`src/rtl/nco_rx_pkg.sv`:
```
// Shared types, default constants and the count-to-symbol helper for the NCO FSK receiver.
// Latency: n/a (declarations only).
// Backpressure: n/a.
package nco_rx_pkg;

  localparam int SAMPLE_W  = 4;    // DAC sample width
  localparam int WINDOW    = 256;  // clocks per symbol window
  localparam int CNT_W     = 9;    // saturating crossing counter width
  localparam int HI_TH     = 9;    // slicer sets at sample >= HI_TH
  localparam int LO_TH     = 6;    // slicer clears at sample <= LO_TH
  localparam int SYM_SHIFT = 4;    // log2(crossings per symbol unit)
  localparam int SYM_W     = 4;    // recovered symbol width

  typedef enum logic [1:0] {
    IDLE,
    WAIT_ALIGN,
    COUNT
  } rx_state_t;

  // Round the crossing count to the nearest symbol unit, then clamp to the
  // largest symbol the output can carry. shift must be at least 1.
  function automatic int unsigned round_sym(input int unsigned count,
                                            input int          shift,
                                            input int          sym_w);
    int unsigned v;
    int unsigned max_sym;
    v       = (count + (32'd1 << (shift - 1))) >> shift;
    max_sym = (32'd1 << sym_w) - 32'd1;
    return (v > max_sym) ? max_sym : v;
  endfunction

endpackage

```
`src/rtl/nco_fsk_receiver_if.sv`:
```
// Recovered-symbol stream: symbol, raw crossing count, valid/ready handshake.
// Latency: n/a (wiring only).
// Backpressure: producer holds sym_data/sym_count stable while sym_valid=1 and sym_ready=0.
// Ports: sym_data, sym_count, sym_valid driven by master; sym_ready driven by slave.
interface nco_fsk_receiver_if #(
  parameter int SYM_W = nco_rx_pkg::SYM_W,
  parameter int CNT_W = nco_rx_pkg::CNT_W
);

  logic [SYM_W-1:0] sym_data;
  logic [CNT_W-1:0] sym_count;
  logic             sym_valid;
  logic             sym_ready;

  modport master (
    output sym_data,
    output sym_count,
    output sym_valid,
    input  sym_ready
  );

  modport slave (
    input  sym_data,
    input  sym_count,
    input  sym_valid,
    output sym_ready
  );

endinterface

```
`src/rtl/nco_rx_slicer.sv`:
```
// Hysteresis comparator on the DAC sample plus rising-crossing detect.
// Latency: slice_q is registered (1 clock); crossing is combinational from the current sample.
// Backpressure: none, runs every clock regardless of receiver state.
// Ports: clk, reset (async active-low), sample in; slice_q (registered level), crossing (0->1 this edge) out.
module nco_rx_slicer
  import nco_rx_pkg::*;
#(
  parameter int P_SAMPLE_W = SAMPLE_W,
  parameter int P_HI_TH    = HI_TH,
  parameter int P_LO_TH    = LO_TH
) (
  input  logic                  clk,
  input  logic                  reset,
  input  logic [P_SAMPLE_W-1:0] sample,
  output logic                  slice_q,
  output logic                  crossing
);

  localparam logic [P_SAMPLE_W-1:0] HI = P_SAMPLE_W'(P_HI_TH);
  localparam logic [P_SAMPLE_W-1:0] LO = P_SAMPLE_W'(P_LO_TH);

  logic next_slice;

  // Between the thresholds the previous level is held, which rejects small
  // ripple around mid-scale.
  always_comb begin
    next_slice = slice_q;
    if (sample >= HI) begin
      next_slice = 1'b1;
    end else if (sample <= LO) begin
      next_slice = 1'b0;
    end
  end

  // A crossing is reported on the same edge that the slicer flips high, so the
  // counter can include the sample being consumed on that edge.
  assign crossing = next_slice & ~slice_q;

  always_ff @(posedge clk or negedge reset) begin
    if (!reset) begin
      slice_q <= 1'b0;
    end else begin
      slice_q <= next_slice;
    end
  end

endmodule

```
`src/rtl/nco_fsk_receiver.sv`:
```
// FSK receiver: counts slicer rising crossings per WINDOW-clock symbol window and maps the count to a symbol.
// Latency: result presented 1 clock after the window's last sample.
// Backpressure: if a held result is not taken by the next window end, the new one is dropped and overrun sticks.
// Ports: clk, reset (async active-low), en, align (window start strobe), sample in;
//        sym (master: sym_data, sym_count, sym_valid / sym_ready), overrun, locked out.
module nco_fsk_receiver
  import nco_rx_pkg::*;
#(
  parameter int P_SAMPLE_W  = SAMPLE_W,
  parameter int P_WINDOW    = WINDOW,
  parameter int P_CNT_W     = CNT_W,
  parameter int P_HI_TH     = HI_TH,
  parameter int P_LO_TH     = LO_TH,
  parameter int P_SYM_SHIFT = SYM_SHIFT,
  parameter int P_SYM_W     = SYM_W
) (
  input  logic                  clk,
  input  logic                  reset,
  input  logic                  en,
  input  logic                  align,
  input  logic [P_SAMPLE_W-1:0] sample,
  nco_fsk_receiver_if.master    sym,
  output logic                  overrun,
  output logic                  locked
);

  localparam int                   WIN_W    = $clog2(P_WINDOW);
  localparam logic [WIN_W-1:0]     WIN_LAST = WIN_W'(P_WINDOW - 1);
  localparam logic [P_CNT_W-1:0]   CNT_MAX  = {P_CNT_W{1'b1}};

  rx_state_t            state;
  logic [WIN_W-1:0]     win_cnt;     // index of the sample consumed on the next edge
  logic [P_CNT_W-1:0]   cross_cnt;   // crossings seen so far in this window
  logic                 pend_vld;    // completed window waiting to reach the output
  logic [P_CNT_W-1:0]   pend_cnt;
  logic [P_SYM_W-1:0]   pend_sym;
  logic [P_CNT_W-1:0]   cnt_inc;
  logic [P_CNT_W-1:0]   cnt_first;
  logic                 crossing;
  logic                 slice_q_unused;  // only the rising edge matters here

  nco_rx_slicer #(
    .P_SAMPLE_W (P_SAMPLE_W),
    .P_HI_TH    (P_HI_TH),
    .P_LO_TH    (P_LO_TH)
  ) u_slicer (
    .clk      (clk),
    .reset    (reset),
    .sample   (sample),
    .slice_q  (slice_q_unused),
    .crossing (crossing)
  );

  // Count including the sample on this edge, saturating at all-ones.
  assign cnt_inc   = (crossing && (cross_cnt != CNT_MAX)) ? cross_cnt + 1'b1 : cross_cnt;
  // Count for a window whose index-0 sample is consumed on this edge.
  assign cnt_first = {{(P_CNT_W-1){1'b0}}, crossing};
  assign pend_sym  = P_SYM_W'(round_sym(32'(pend_cnt), P_SYM_SHIFT, P_SYM_W));

  assign locked = (state == COUNT);

  always_ff @(posedge clk or negedge reset) begin
    if (!reset) begin
      state         <= IDLE;
      win_cnt       <= '0;
      cross_cnt     <= '0;
      pend_vld      <= 1'b0;
      pend_cnt      <= '0;
      sym.sym_data  <= '0;
      sym.sym_count <= '0;
      sym.sym_valid <= 1'b0;
      overrun       <= 1'b0;
    end else if (!en) begin
      // Disable abandons the window and any undelivered result; the last
      // delivered symbol/count stay visible.
      state         <= IDLE;
      win_cnt       <= '0;
      cross_cnt     <= '0;
      pend_vld      <= 1'b0;
      sym.sym_valid <= 1'b0;
      overrun       <= 1'b0;
    end else begin
      // Output stage: a finished window loads only if the slot is free or is
      // being emptied on this same edge.
      if (pend_vld) begin
        if (!sym.sym_valid || sym.sym_ready) begin
          sym.sym_valid <= 1'b1;
          sym.sym_data  <= pend_sym;
          sym.sym_count <= pend_cnt;
        end else begin
          overrun <= 1'b1;
        end
      end else if (sym.sym_valid && sym.sym_ready) begin
        sym.sym_valid <= 1'b0;
      end
      pend_vld <= 1'b0;

      case (state)
        IDLE: begin
          state <= WAIT_ALIGN;
        end
        WAIT_ALIGN: begin
          if (align) begin
            state     <= COUNT;
            win_cnt   <= WIN_W'(1);
            cross_cnt <= cnt_first;
          end
        end
        COUNT: begin
          if (align) begin
            // Re-alignment throws away the partial window silently.
            win_cnt   <= WIN_W'(1);
            cross_cnt <= cnt_first;
          end else if (win_cnt == WIN_LAST) begin
            pend_vld  <= 1'b1;
            pend_cnt  <= cnt_inc;
            win_cnt   <= '0;
            cross_cnt <= '0;
          end else begin
            win_cnt   <= win_cnt + 1'b1;
            cross_cnt <= cnt_inc;
          end
        end
        default: begin
          state <= IDLE;
        end
      endcase
    end
  end

endmodule

```
`src/flat_wrapper.sv`:
```
// flat-port wrapper written by rule: the top's interface ports become plain ports
module nco_fsk_receiver_flat import nco_rx_pkg::*;
#(
  parameter int P_SAMPLE_W  = SAMPLE_W,
  parameter int P_WINDOW    = WINDOW,
  parameter int P_CNT_W     = CNT_W,
  parameter int P_HI_TH     = HI_TH,
  parameter int P_LO_TH     = LO_TH,
  parameter int P_SYM_SHIFT = SYM_SHIFT,
  parameter int P_SYM_W     = SYM_W
)
  (clk, reset, en, align, sample, overrun, locked, sym_sym_data, sym_sym_count, sym_sym_valid, sym_sym_ready);
  nco_fsk_receiver_if sym_i ();
  input  logic clk;
  input  logic reset;
  input  logic en;
  input  logic align;
  input  logic [P_SAMPLE_W-1:0] sample;
  output logic overrun;
  output logic locked;
  output wire logic [$bits(sym_i.sym_data)-1:0] sym_sym_data;
  output wire logic [$bits(sym_i.sym_count)-1:0] sym_sym_count;
  output wire logic [$bits(sym_i.sym_valid)-1:0] sym_sym_valid;
  input wire logic [$bits(sym_i.sym_ready)-1:0] sym_sym_ready;
  assign sym_sym_data = sym_i.sym_data;
  assign sym_sym_count = sym_i.sym_count;
  assign sym_sym_valid = sym_i.sym_valid;
  assign sym_i.sym_ready = sym_sym_ready;
  nco_fsk_receiver #(.P_SAMPLE_W(P_SAMPLE_W), .P_WINDOW(P_WINDOW), .P_CNT_W(P_CNT_W), .P_HI_TH(P_HI_TH), .P_LO_TH(P_LO_TH), .P_SYM_SHIFT(P_SYM_SHIFT), .P_SYM_W(P_SYM_W)) u_core (.clk(clk), .reset(reset), .en(en), .align(align), .sample(sample), .sym(sym_i), .overrun(overrun), .locked(locked));
endmodule
```
`config.mk`:
```
export PLATFORM = sky130hd
export DESIGN_NAME = nco_fsk_receiver_flat
export DESIGN_NICKNAME = d
export VERILOG_FILES = /design/src/rtl/nco_rx_pkg.sv /design/src/rtl/nco_fsk_receiver_if.sv /design/src/rtl/nco_rx_slicer.sv /design/src/rtl/nco_fsk_receiver.sv /design/src/flat_wrapper.sv
export SDC_FILE = /design/constraint.sdc
export NUM_CORES = 1
export LEC_CHECK = 0
export CORE_ASPECT_RATIO = 1.75
export CORE_MARGIN = 2
export CORE_UTILIZATION = 60
export CTS_CLUSTER_DIAMETER = 100
export DETAILED_ROUTE_END_ITERATION = 7
export DONT_BUFFER_PORTS = 1
export GPL_TIMING_DRIVEN = 0
export PLACE_DENSITY = 0.75
export SKIP_LAST_GASP = 1
export SLEW_MARGIN = 40
export SYNTH_ARGS = -nofsm -noshare
export SYNTH_HDL_FRONTEND = slang
export SYNTH_SLANG_ARGS = --single-unit
```
`constraint.sdc`:
```
create_clock -name clk -period 3.34 [get_ports clk]
set_clock_uncertainty 0.2 [all_clocks]
set_input_delay 0.501 -clock clk [delete_from_list [all_inputs] [get_ports clk]]
set_output_delay 0.501 -clock clk [all_outputs]
set_load 0.02 [all_outputs]
```
==> flow_metrics.py, run 1 <==
metrics = {
    "pwr": {
        "ir_drop_mv": 0.350,
        "switching_power_uw": 223,
        "power_uw": 1090,
        "p_leak_uw": 0.00111,
        "pwr-share-clk": 0.431,
        "power.internal_uw": 872,
        "combPwrFrac": 0.057,
        "switching_share": 0.203,
        "powerDensity_nw_per_um2": 441,
        "pwr-share-seq": 0.512,
    },
    "detailed_routing": {
        "drc": 0,
        "wire_per_inst_um": 17.1,
        "vias": 1705,
        "drtIter0Drc": 57,
        "firstDrtPassIters": 4,
        "drtAntennaViolNets": 0,
        "drt-total-wl_um": 4570,
        "avgViaCountPerCell": 6.39,
    },
    "logic_synthesis": {
        "netlist_area_um2": 2250,
        "yosysTopAreaCellShare": 0.500,
        "synth_warnings": 0,
        "synth_edf_count": 0,
        "syn-num-nets": 224,
        "synth_compound_area_frac": 0.179,
        "ys.flop_type": "dfrtp_1",
        "synth_area_leader_cell": "dfrtp_1",
        "synth_fa_ha_area_frac": 0.0222,
        "ys_seq_elements": 45,
        "netlist_instances": 211,
        "ys_top_cells_by_area": "dfrtp_1 (50%), a21oi_1 (3.8%), mux2_1 (3.0%), a31oi_1 (2.8%), nand3_1 (2.4%)",
        "synth.most_common_cell": "dfrtp_1",
        "synthDistinctLibCells": 49,
        "synthArstFlopShare": 1.00,
        "synth_mux_area_frac": 0.0539,
        "synthSimpleGateAreaFrac": 0.179,
        "synth_top_family_by_area": "compound AO/OA/AOI/OAI gates",
        "synthTopCellsByCount": "dfrtp_1 (45), a21oi_1 (17), nor2_1 (14)",
        "synth_xor_area_frac": 0.0428,
        "yosysSeqAreaShare": 0.500,
        "synth_area_per_cell_um2": 10.7,
    },
    "floorplan": {
        "die_x_um": 50.3,
        "num_io_pins": 25,
        "die_area_um2": 4280,
        "dieHeight_um": 85.1,
        "core_area_um2": 3630,
        "initial_core_util": 0.621,
        "row_count": 29,
    },
    "hold_path": {
        "holdPathStages": 2,
        "worstHoldStart": "sample[1]",
        "hp-class": "primary input to register",
    },
    "cts": {
        "cts_setup_buffers": 0,
        "insertion_delay_ns": 0.30,
        "cts_tree": "built",
        "root_buffer": "clkbuf_8",
        "numCtsBuffers": 5,
        "cts_hold_buf": 2,
        "clkSlewWorstSetupHoldPaths_ns": 0.08,
        "cts_sinks": 45,
        "cts.htree.levels": 2,
        "cts_resized": 0,
        "cts_buffer_depth": 2,
    },
    "run": {
        "cap_violations": 0,
    },
    "setup_path": {
        "rr_worst_depth": 9,
        "critical_path.startpoint": "u_core.cross_cnt[0]$_DFFE_PN0P_",
        "critPathLaunchType": "register",
        "worstPathMaxFanout": 8,
        "worstReg2RegStart": "u_core.cross_cnt[0]$_DFFE_PN0P_",
        "crit_path_end_kind": "register",
        "worstSetupPathType": "register to register",
        "cp.arrival_ns": 2.34,
        "worstPathRequired_ns": 3.32,
    },
    "finish": {
        "area_growth_pct": 10.2,
        "diodes": 0,
        "nFillCells": 266,
        "final_layout_size_suffix_gt1_frac": 0.113,
        "num-nets-final": 233,
        "regArea_um2": 1130,
        "multiInputGateArea_um2": 1070,
    },
    "timing": {
        "period_share": 0.708,
        "max_slew_margin": 0.449,
        "finalSetupViolations": 0,
        "fmax_ghz": 0.423,
        "tns_ns": 0,
        "rsz0062_at_grt": "false",
        "worstMarginPinSlew_ns": 0.822,
        "fin_crit_ns": 2.36,
        "slew_violations": 0,
        "hold_violations": 0,
    },
    "status": {
        "status": "completed",
    },
    "place": {
        "place.gp.congestion": 0.827,
        "io_buffers": 0,
        "dp.final_hpwl_um": 3350,
    },
    "global_routing": {
        "overflow": 0,
        "grt_pass1_wl_um": 7790,
        "antenna_found_initial": 0,
        "grt_util_all_layers": 0.241,
        "grt_pass1_vias": 1696,
        "grt_max_degree": 46,
    },
}
cells by family (layout without fill, tap and decap cells):
logic type	count (synthesis)	in the layout
multiplexers	11	11
AO/OA/AOI/OAI	61	61
flip-flops	45	45
XOR/XNOR	11	11
buffers and inverters	9	19
AND/OR/NAND/NOR	70	70
adder cells (fa/ha/maj)	4	4
path summary, 6_finish.rpt:
path                                                            end  slack [ns]
worst min-delay path              u_core.u_slicer.slice_q$_DFF_PN0_        0.14
worst min register to register  u_core.sym.sym_count[2]$_DFFE_PN0P_        0.31
worst max-delay path                 u_core.pend_cnt[1]$_DFFE_PN0P_        0.98
worst max register to register       u_core.pend_cnt[1]$_DFFE_PN0P_        0.98
max in group asynchronous             u_core.win_cnt[4]$_DFFE_PN0P_        2.24
min in group asynchronous        u_core.sym.sym_data[2]$_DFFE_PN0P_        0.50
sequential cells by signal (all words and copies together) (netlist names):
name / flops
u_core.sym.sym_data: 4
u_core.pend_cnt: 9
u_core.pend_vld: 1
u_core.u_slicer.slice_q: 1
u_core.overrun: 1
u_core.cross_cnt: 9
u_core.state: 2
u_core.sym.sym_valid: 1
u_core.win_cnt: 8
u_core.sym.sym_count: 9
per-stage QoR:
stage	std cells	setup slack [ns]	hold slack, ns	util	instance area, µm²
floorplan	211	1.22	0.00541	-	2250
global placement	257	1.03	0.00627	0.637	2310
detailed placement	257	1.01	0.00626	0.637	2310
CTS	267	0.975	0.139	0.684	2480
global route	267	0.850	0.151	0.684	2480
finish	267	0.977	0.141	0.684	2480
layout by cell type (no fill, tap or decap), drive strengths merged, types with 2 or more instances in the layout:
cell type | synthesis | final
a21oi | 18 | 18
nand2b | 3 | 3
o22a | 4 | 4
nand2 | 13 | 13
ha | 4 | 4
bufinv | 0 | 2
and3 | 3 | 3
and2 | 3 | 3
nor2b | 2 | 2
mux2i | 2 | 2
o211ai | 2 | 2
inv | 3 | 3
o21ai | 14 | 14
dfrtp | 45 | 45
nor3 | 4 | 4
a31oi | 10 | 10
a32o | 2 | 2
mux2 | 9 | 9
nor2 | 14 | 14
nand4bb | 2 | 2
nand3 | 11 | 11
xor2 | 5 | 5
nand4 | 3 | 3
a41oi | 2 | 2
clkbuf | 0 | 5
or3 | 4 | 4
buf | 6 | 7
and4 | 2 | 2
xnor2 | 6 | 6
layer usage:
layer / part of all wire / GRT usage
met5: 0 / 0
met4: 0.031 / 0.130
met3: 0.029 / 0.0405
met2: 0.57 / 0.440
met1: 0.37 / 0.254
area by class of cell:
type / count / share of cell area
buffer: 6 / 0.0171
clock buffer: 5 / 0.0277
clock inverter: 3 / 0.0262
inverter: 3 / 0.00454
multi-input combinational: 157 / 0.432
sequential: 45 / 0.454
tap: 46 / 0.0232
timing repair buffer: 2 / 0.0151
power by group through the flow:
stage / clock network (µW) / registers [µW] / logic (µW)
final: 471 / 561 / 62.3
after global routing: 508 / 562 / 69.2
after CTS: 481 / 561 / 63.2
after detailed placement: 0 / 572 / 47.2
after global placement: 0 / 571 / 44.7
after floorplan: 0 / 569 / 37.8
worst max-delay path, cell delays in order (launching register included):
cell and delay [ns]:
dfrtp_1 0.43, ha_1 0.27, nand3_1 0.08, nor2_1 0.05, ha_1 0.22, nor3b_2 0.27, and2_1 0.16, buf_2 0.21
mux2i_1 0.25, a21oi_1 0.09
Note: power is estimated with default switching activity, not from simulation.
==> run 2, diff against run 1 <==
- CORE_UTILIZATION: 60 -> 56
- PLACE_DENSITY: 0.75 -> 0.73
- clock period: 3.34 -> 1.98 ns (I/O delays scaled with it)
==> run 2 against run 1 <==
  * The run now ends with negative setup slack left
  * Combinational power is 130% higher
  * First-iteration DRC count grew 35%
  * Final cell count up 6.7%
  * Utilization rose by 1.5 points
  * Sequential power grew 68%
  * Clock power grew 41%
  * Critical path depth unchanged
  * Routed wire length increased by 9.7%
  * Worst hold slack lost 0.095 ns
  * Critical endpoint is now u_core.cross_cnt[3]$_DFFE_PN0P_
  * Largest cell class is now multi-input combinational cells
==> flow_metrics.py, run 2 (synthesized netlist as in run 1, its figures left out) <==
metrics = {
    "setup_path": {
        "path_depth": 9,
        "crit_chain": "ha_2 > nand3_2 > nor2_2 > ha_2 > nor3b_4 > buf_6 > and4_4 > nand2b_4 > a31oi_1",
        "cp.arrival_ns": 2.01,
        "crit_buf_inv": 1,
        "critPathLaunchType": "register",
        "worstSetupPathType": "register to register",
        "cpLargestDelayFamily": "simple AND/OR/NAND/NOR gates",
        "crit_path_end_kind": "register",
        "slowest_delay_ns": 0.39,
        "worstPathRequired_ns": 1.92,
        "worstPathMaxFanout": 4,
        "rr_worst_depth": 9,
        "cp_common_cell": "ha_2",
        "slowest_stage": "dfrtp_1",
    },
    "pwr": {
        "ir_drop_mv": 0.581,
        "powerDensity_nw_per_um2": 649,
        "p_leak_uw": 0.00118,
    },
    "cts": {
        "root_buffer": "clkbuf_8",
        "cts.htree.levels": 2,
        "cts_buffer_depth": 2,
        "cts_sinks": 45,
        "numCtsBuffers": 5,
        "cts_tree": "built",
        "clkSlewWorstSetupHoldPaths_ns": 0.08,
        "insertion_delay_ns": 0.30,
    },
    "floorplan": {
        "die_x_um": 52.0,
        "core_area_um2": 3870,
        "row_count": 30,
        "dieHeight_um": 87.9,
        "num_io_pins": 25,
        "initial_core_util": 0.583,
        "die_area_um2": 4570,
    },
    "detailed_routing": {
        "firstDrtPassIters": 4,
        "wire_per_inst_um": 17.6,
        "avgViaCountPerCell": 6.28,
        "drc": 0,
        "drt-total-wl_um": 5020,
        "drtAntennaViolNets": 0,
        "drtIter0Drc": 77,
        "vias": 1789,
    },
    "place": {
        "dp_cells": 259,
        "place.gp.congestion": 0.821,
        "dp.final_hpwl_um": 3480,
        "io_buffers": 0,
    },
    "finish": {
        "final_cell_mix": "dfrtp_1 (43), a21oi_1 (17), nand2_1 (13)",
        "final_common_cell": "dfrtp_1",
        "num-nets-final": 250,
        "diodes": 0,
        "largestRegisters": "u_core.cross_cnt (9), u_core.pend_cnt (9), u_core.sym.sym_count (9)",
        "utilization": 0.699,
        "final_layout_size_suffix_gt1_frac": 0.228,
        "area_growth_pct": 20.0,
        "fin_cells": 285,
    },
    "global_routing": {
        "grt_max_degree": 46,
        "grt_util_all_layers": 0.240,
        "antenna_found_initial": 0,
        "grt_pass1_vias": 1759,
        "grt_pass1_wl_um": 8170,
        "overflow": 0,
    },
    "timing": {
        "hold_violations": 0,
        "slew_violations": 0,
        "worstMarginPinSlew_ns": 0.784,
        "fmax_ghz": 0.484,
        "rsz0062_at_grt": "true",
        "fin_crit_ns": 2.07,
        "fin_ws_ns": -0.0864,
        "tns_ns": -0.493,
        "period_share": 1.04,
        "max_slew_margin": 0.475,
        "finalSetupViolations": 13,
    },
    "status": {
        "violations": "negative setup slack",
        "status": "finished with violations",
    },
    "hold_path": {
        "hp-class": "primary input to register",
        "holdPathStages": 2,
    },
    "run": {
        "cap_violations": 0,
    },
}
==> run 2: cell count changes in the layout (fill, tap and decap cells not counted), moves of 3 or more <==
cell	delta
dlygate4sd3_1	+5
nand3_2	+3
buf_4	+10
nand3_1	-3
==> run 2: timing repair <==
item / CTS / global route
setup buffers: 8 / 5
pin swaps: 16 / 10
hold buffers: 7 / 0
endpoints found under the setup margin: 24 / 22
hold endpoints to repair: 47 / 0
resized for setup: 16 / 6
==> run 2: report_power, final <==
group	switching, µW	total, µW	internal, µW
registers	15.8	945	929
logic	78.6	143	64.7
clock network	300	666	367
total	394	1750	1360
==> run 2: per-stage QoR <==
stage               instance area, µm²  hold WS [ns]  setup WS [ns]  total power [µW]
floorplan                         2270        -0.199        -0.0222              1030
global placement                  2330        -0.198         -0.202              1040
detailed placement                2330        -0.198         -0.225              1050
CTS                               2630        0.0418        -0.0606              1760
global route                      2700        0.0579         -0.150              1810
finish                            2700        0.0461        -0.0864              1750
==> run 2: worst paths after layout <==
check	from	slack [ns]	endpoint
setup reg to reg	u_core.cross_cnt[0]$_DFFE_PN0P_	-0.09	u_core.cross_cnt[3]$_DFFE_PN0P_
setup / recovery	u_core.cross_cnt[0]$_DFFE_PN0P_	-0.09	u_core.cross_cnt[3]$_DFFE_PN0P_
min in group asynchronous	reset	0.30	u_core.sym.sym_count[2]$_DFFE_PN0P_
max in group asynchronous	reset	1.07	u_core.cross_cnt[2]$_DFFE_PN0P_
hold reg to reg	u_core.pend_cnt[1]$_DFFE_PN0P_	0.32	u_core.sym.sym_count[1]$_DFFE_PN0P_
hold / removal	sym_sym_ready	0.05	u_core.sym.sym_valid$_DFFE_PN0P_
==> run 2: per-layer routing <==
metal / share of wire / track usage
met4: 0.036 / 0.108
met3: 0.026 / 0.0410
met1: 0.36 / 0.248
met2: 0.58 / 0.453
met5: 0 / 0
==> run 2: area by class of cell <==
type	instances	area, µm²
clock inverter	2	35.0
timing repair buffer	20	205
buffer	5	40.0
multi-input combinational	157	1150
sequential	45	1130
fill	287	1160
tap	48	60.1
clock buffer	5	68.8
inverter	3	11.3
==> run 3, diff against run 2 <==
- SETUP_SLACK_MARGIN: unset -> 0.2
- SKIP_CTS_REPAIR_TIMING: unset -> 1
==> run 3 against run 2 <==
  * The flow still finishes with violations (negative setup slack)
  * Worst hold slack worse by 0.024 ns
  * Combinational power up 15%
  * Sequential power about the same
  * Design area up 7.2%
  * Via count grew 3.4%
  * Register-to-register slack worse by 0.13 ns
  * Flip-flop and latch count unchanged
  * Maximum frequency down 6.1%
==> flow_metrics.py, run 3 (synthesized netlist as in run 1, its figures left out) <==
metrics = {
    "finish": {
        "nFillCells": 255,
        "largestRegisters": "u_core.cross_cnt (9), u_core.pend_cnt (9), u_core.sym.sym_count (9)",
        "fin_cells": 301,
        "final_cell_mix": "dfrtp_1 (40), buf_4 (26), a21oi_1 (15)",
        "area_growth_pct": 28.7,
        "final_common_cell": "dfrtp_1",
        "final_layout_size_suffix_gt1_frac": 0.312,
        "fin_area_um2": 2900,
        "diodes": 0,
        "num-nets-final": 265,
    },
    "place": {
        "dpl_cell_area_um2": 2350,
        "dp.final_hpwl_um": 3520,
        "io_buffers": 0,
        "dp_cells": 259,
        "place.gp.congestion": 0.852,
    },
    "cts": {
        "insertion_delay_ns": 0.30,
        "clkSlewWorstSetupHoldPaths_ns": 0.08,
        "numCtsBuffers": 5,
        "cts.htree.levels": 2,
        "cts_tree": "built",
        "cts_buffer_depth": 2,
        "cts_sinks": 45,
        "root_buffer": "clkbuf_8",
    },
    "timing": {
        "hold_violations": 0,
        "slew_violations": 0,
        "finalSetupViolations": 17,
        "fmax_ghz": 0.454,
        "period_share": 1.11,
        "max_slew_margin": 0.751,
        "fin_ws_ns": -0.221,
        "fin_crit_ns": 2.20,
        "rsz0062_at_grt": "true",
        "worstMarginPinSlew_ns": 0.370,
    },
    "floorplan": {
        "initial_core_util": 0.583,
        "dieHeight_um": 87.9,
        "die_x_um": 52.0,
        "core_area_um2": 3870,
        "num_io_pins": 25,
        "row_count": 30,
        "die_area_um2": 4570,
    },
    "pwr": {
        "switching_power_uw": 414,
        "pwr-share-seq": 0.517,
        "pwr-share-clk": 0.394,
        "ir_drop_mv": 0.666,
        "power.internal_uw": 1420,
        "powerDensity_nw_per_um2": 633,
        "switching_share": 0.226,
        "combPwrFrac": 0.090,
        "p_leak_uw": 0.00127,
    },
    "detailed_routing": {
        "drtIter0Drc": 45,
        "drc": 0,
        "vias": 1849,
        "firstDrtPassIters": 4,
        "wire_per_inst_um": 17.9,
        "drt-total-wl_um": 5380,
        "avgViaCountPerCell": 6.14,
        "drtAntennaViolNets": 0,
    },
    "run": {
        "cap_violations": 0,
    },
    "setup_path": {
        "critPathLaunchType": "register",
        "cp.arrival_ns": 2.18,
        "worstPathRequired_ns": 1.96,
        "worstPathMaxFanout": 8,
        "crit_path_end_kind": "register",
        "worstSetupPathType": "register to register",
    },
    "status": {
        "status": "finished with violations",
        "violations": "negative setup slack",
    },
    "global_routing": {
        "grt_util_all_layers": 0.234,
        "grt_pass1_vias": 1735,
        "antenna_found_initial": 0,
        "grt_pass1_wl_um": 7870,
        "overflow": 0,
        "grt_max_degree": 46,
    },
    "hold_path": {
        "hp-class": "primary input to register",
    },
}
==> run 3: per-stage QoR <==
stage | worst slack, ns | hold WS, ns | power, µW | TNS (ns) | util
6_report | -0.221 | 0.0221 | 1830 | -2.29 | 0.750
5_1_grt | -0.309 | 0.0172 | 1890 | -3.93 | 0.750
4_1_cts | -0.228 | -0.526 | 1770 | -2.64 | 0.639
3_5_place_dp | -0.201 | -0.198 | 1050 | -2.20 | 0.607
3_3_place_gp | -0.165 | -0.198 | 1050 | -1.36 | 0.607
2_1_floorplan | -0.0142 | -0.199 | 1030 | -0.0374 | -
==> run 3: per-layer routing <==
layer | vias up | wire, µm | global-route usage
met5 | - | 0 | 0
met2 | 48 | 3150 | 0.430
met1 | 920 | 1920 | 0.235
li1 | 870 | - | -
met4 | 0 | 160 | 0.144
met3 | 11 | 151 | 0.0410
==> run 3: area by class of cell <==
class | instances | area, µm² | area share
Multi-Input combinational cell | 157 | 1220 | 0.420
Sequential cell | 45 | 1130 | 0.391
Timing Repair Buffer | 34 | 297 | 0.102
Clock buffer | 6 | 82.6 | 0.0285
Buffer | 6 | 60.1 | 0.0207
Tap cell | 48 | 60.1 | 0.0207
Clock inverter | 2 | 37.5 | 0.0129
Inverter | 3 | 11.3 | 0.00388
==> run 3: power groups by stage <==
| stage | registers (µW) | clock network, µW | logic (µW) |
|---|---|---|---|
| final | 948 | 722 | 165 |
| after global routing | 949 | 762 | 182 |
| after CTS | 948 | 733 | 85.2 |
| after detailed placement | 966 | 0 | 84.8 |
| after global placement | 964 | 0 | 81.9 |
| after floorplan | 960 | 0 | 69.5 |
==> run 3: critical path, cell delays in order (launching register included) <==
cell and delay, ns:
dfrtp_2 0.45, ha_4 0.17, nand3_2 0.05, nor2_2 0.04
ha_2 0.21, nor3b_4 0.30, and2_4 0.21, buf_12 0.13
mux2i_1 0.23, a21oi_1 0.09
==> run 3: worst paths after layout <==
kind | from | to | slack [ns] | cells past startpoint
max in group asynchronous | reset | u_core.win_cnt[0]$_DFFE_PN0P_ | 1.05 | 2
hold reg to reg | u_core.pend_cnt[1]$_DFFE_PN0P_ | u_core.sym.sym_count[1]$_DFFE_PN0P_ | 0.31 | 1
min in group asynchronous | reset | u_core.sym.sym_count[5]$_DFFE_PN0P_ | 0.29 | 2
setup reg to reg | u_core.cross_cnt[0]$_DFFE_PN0P_ | u_core.pend_cnt[1]$_DFFE_PN0P_ | -0.22 | 9
setup / recovery | u_core.cross_cnt[0]$_DFFE_PN0P_ | u_core.pend_cnt[1]$_DFFE_PN0P_ | -0.22 | 9
hold / removal | sample[2] | u_core.u_slicer.slice_q$_DFF_PN0_ | 0.02 | 2
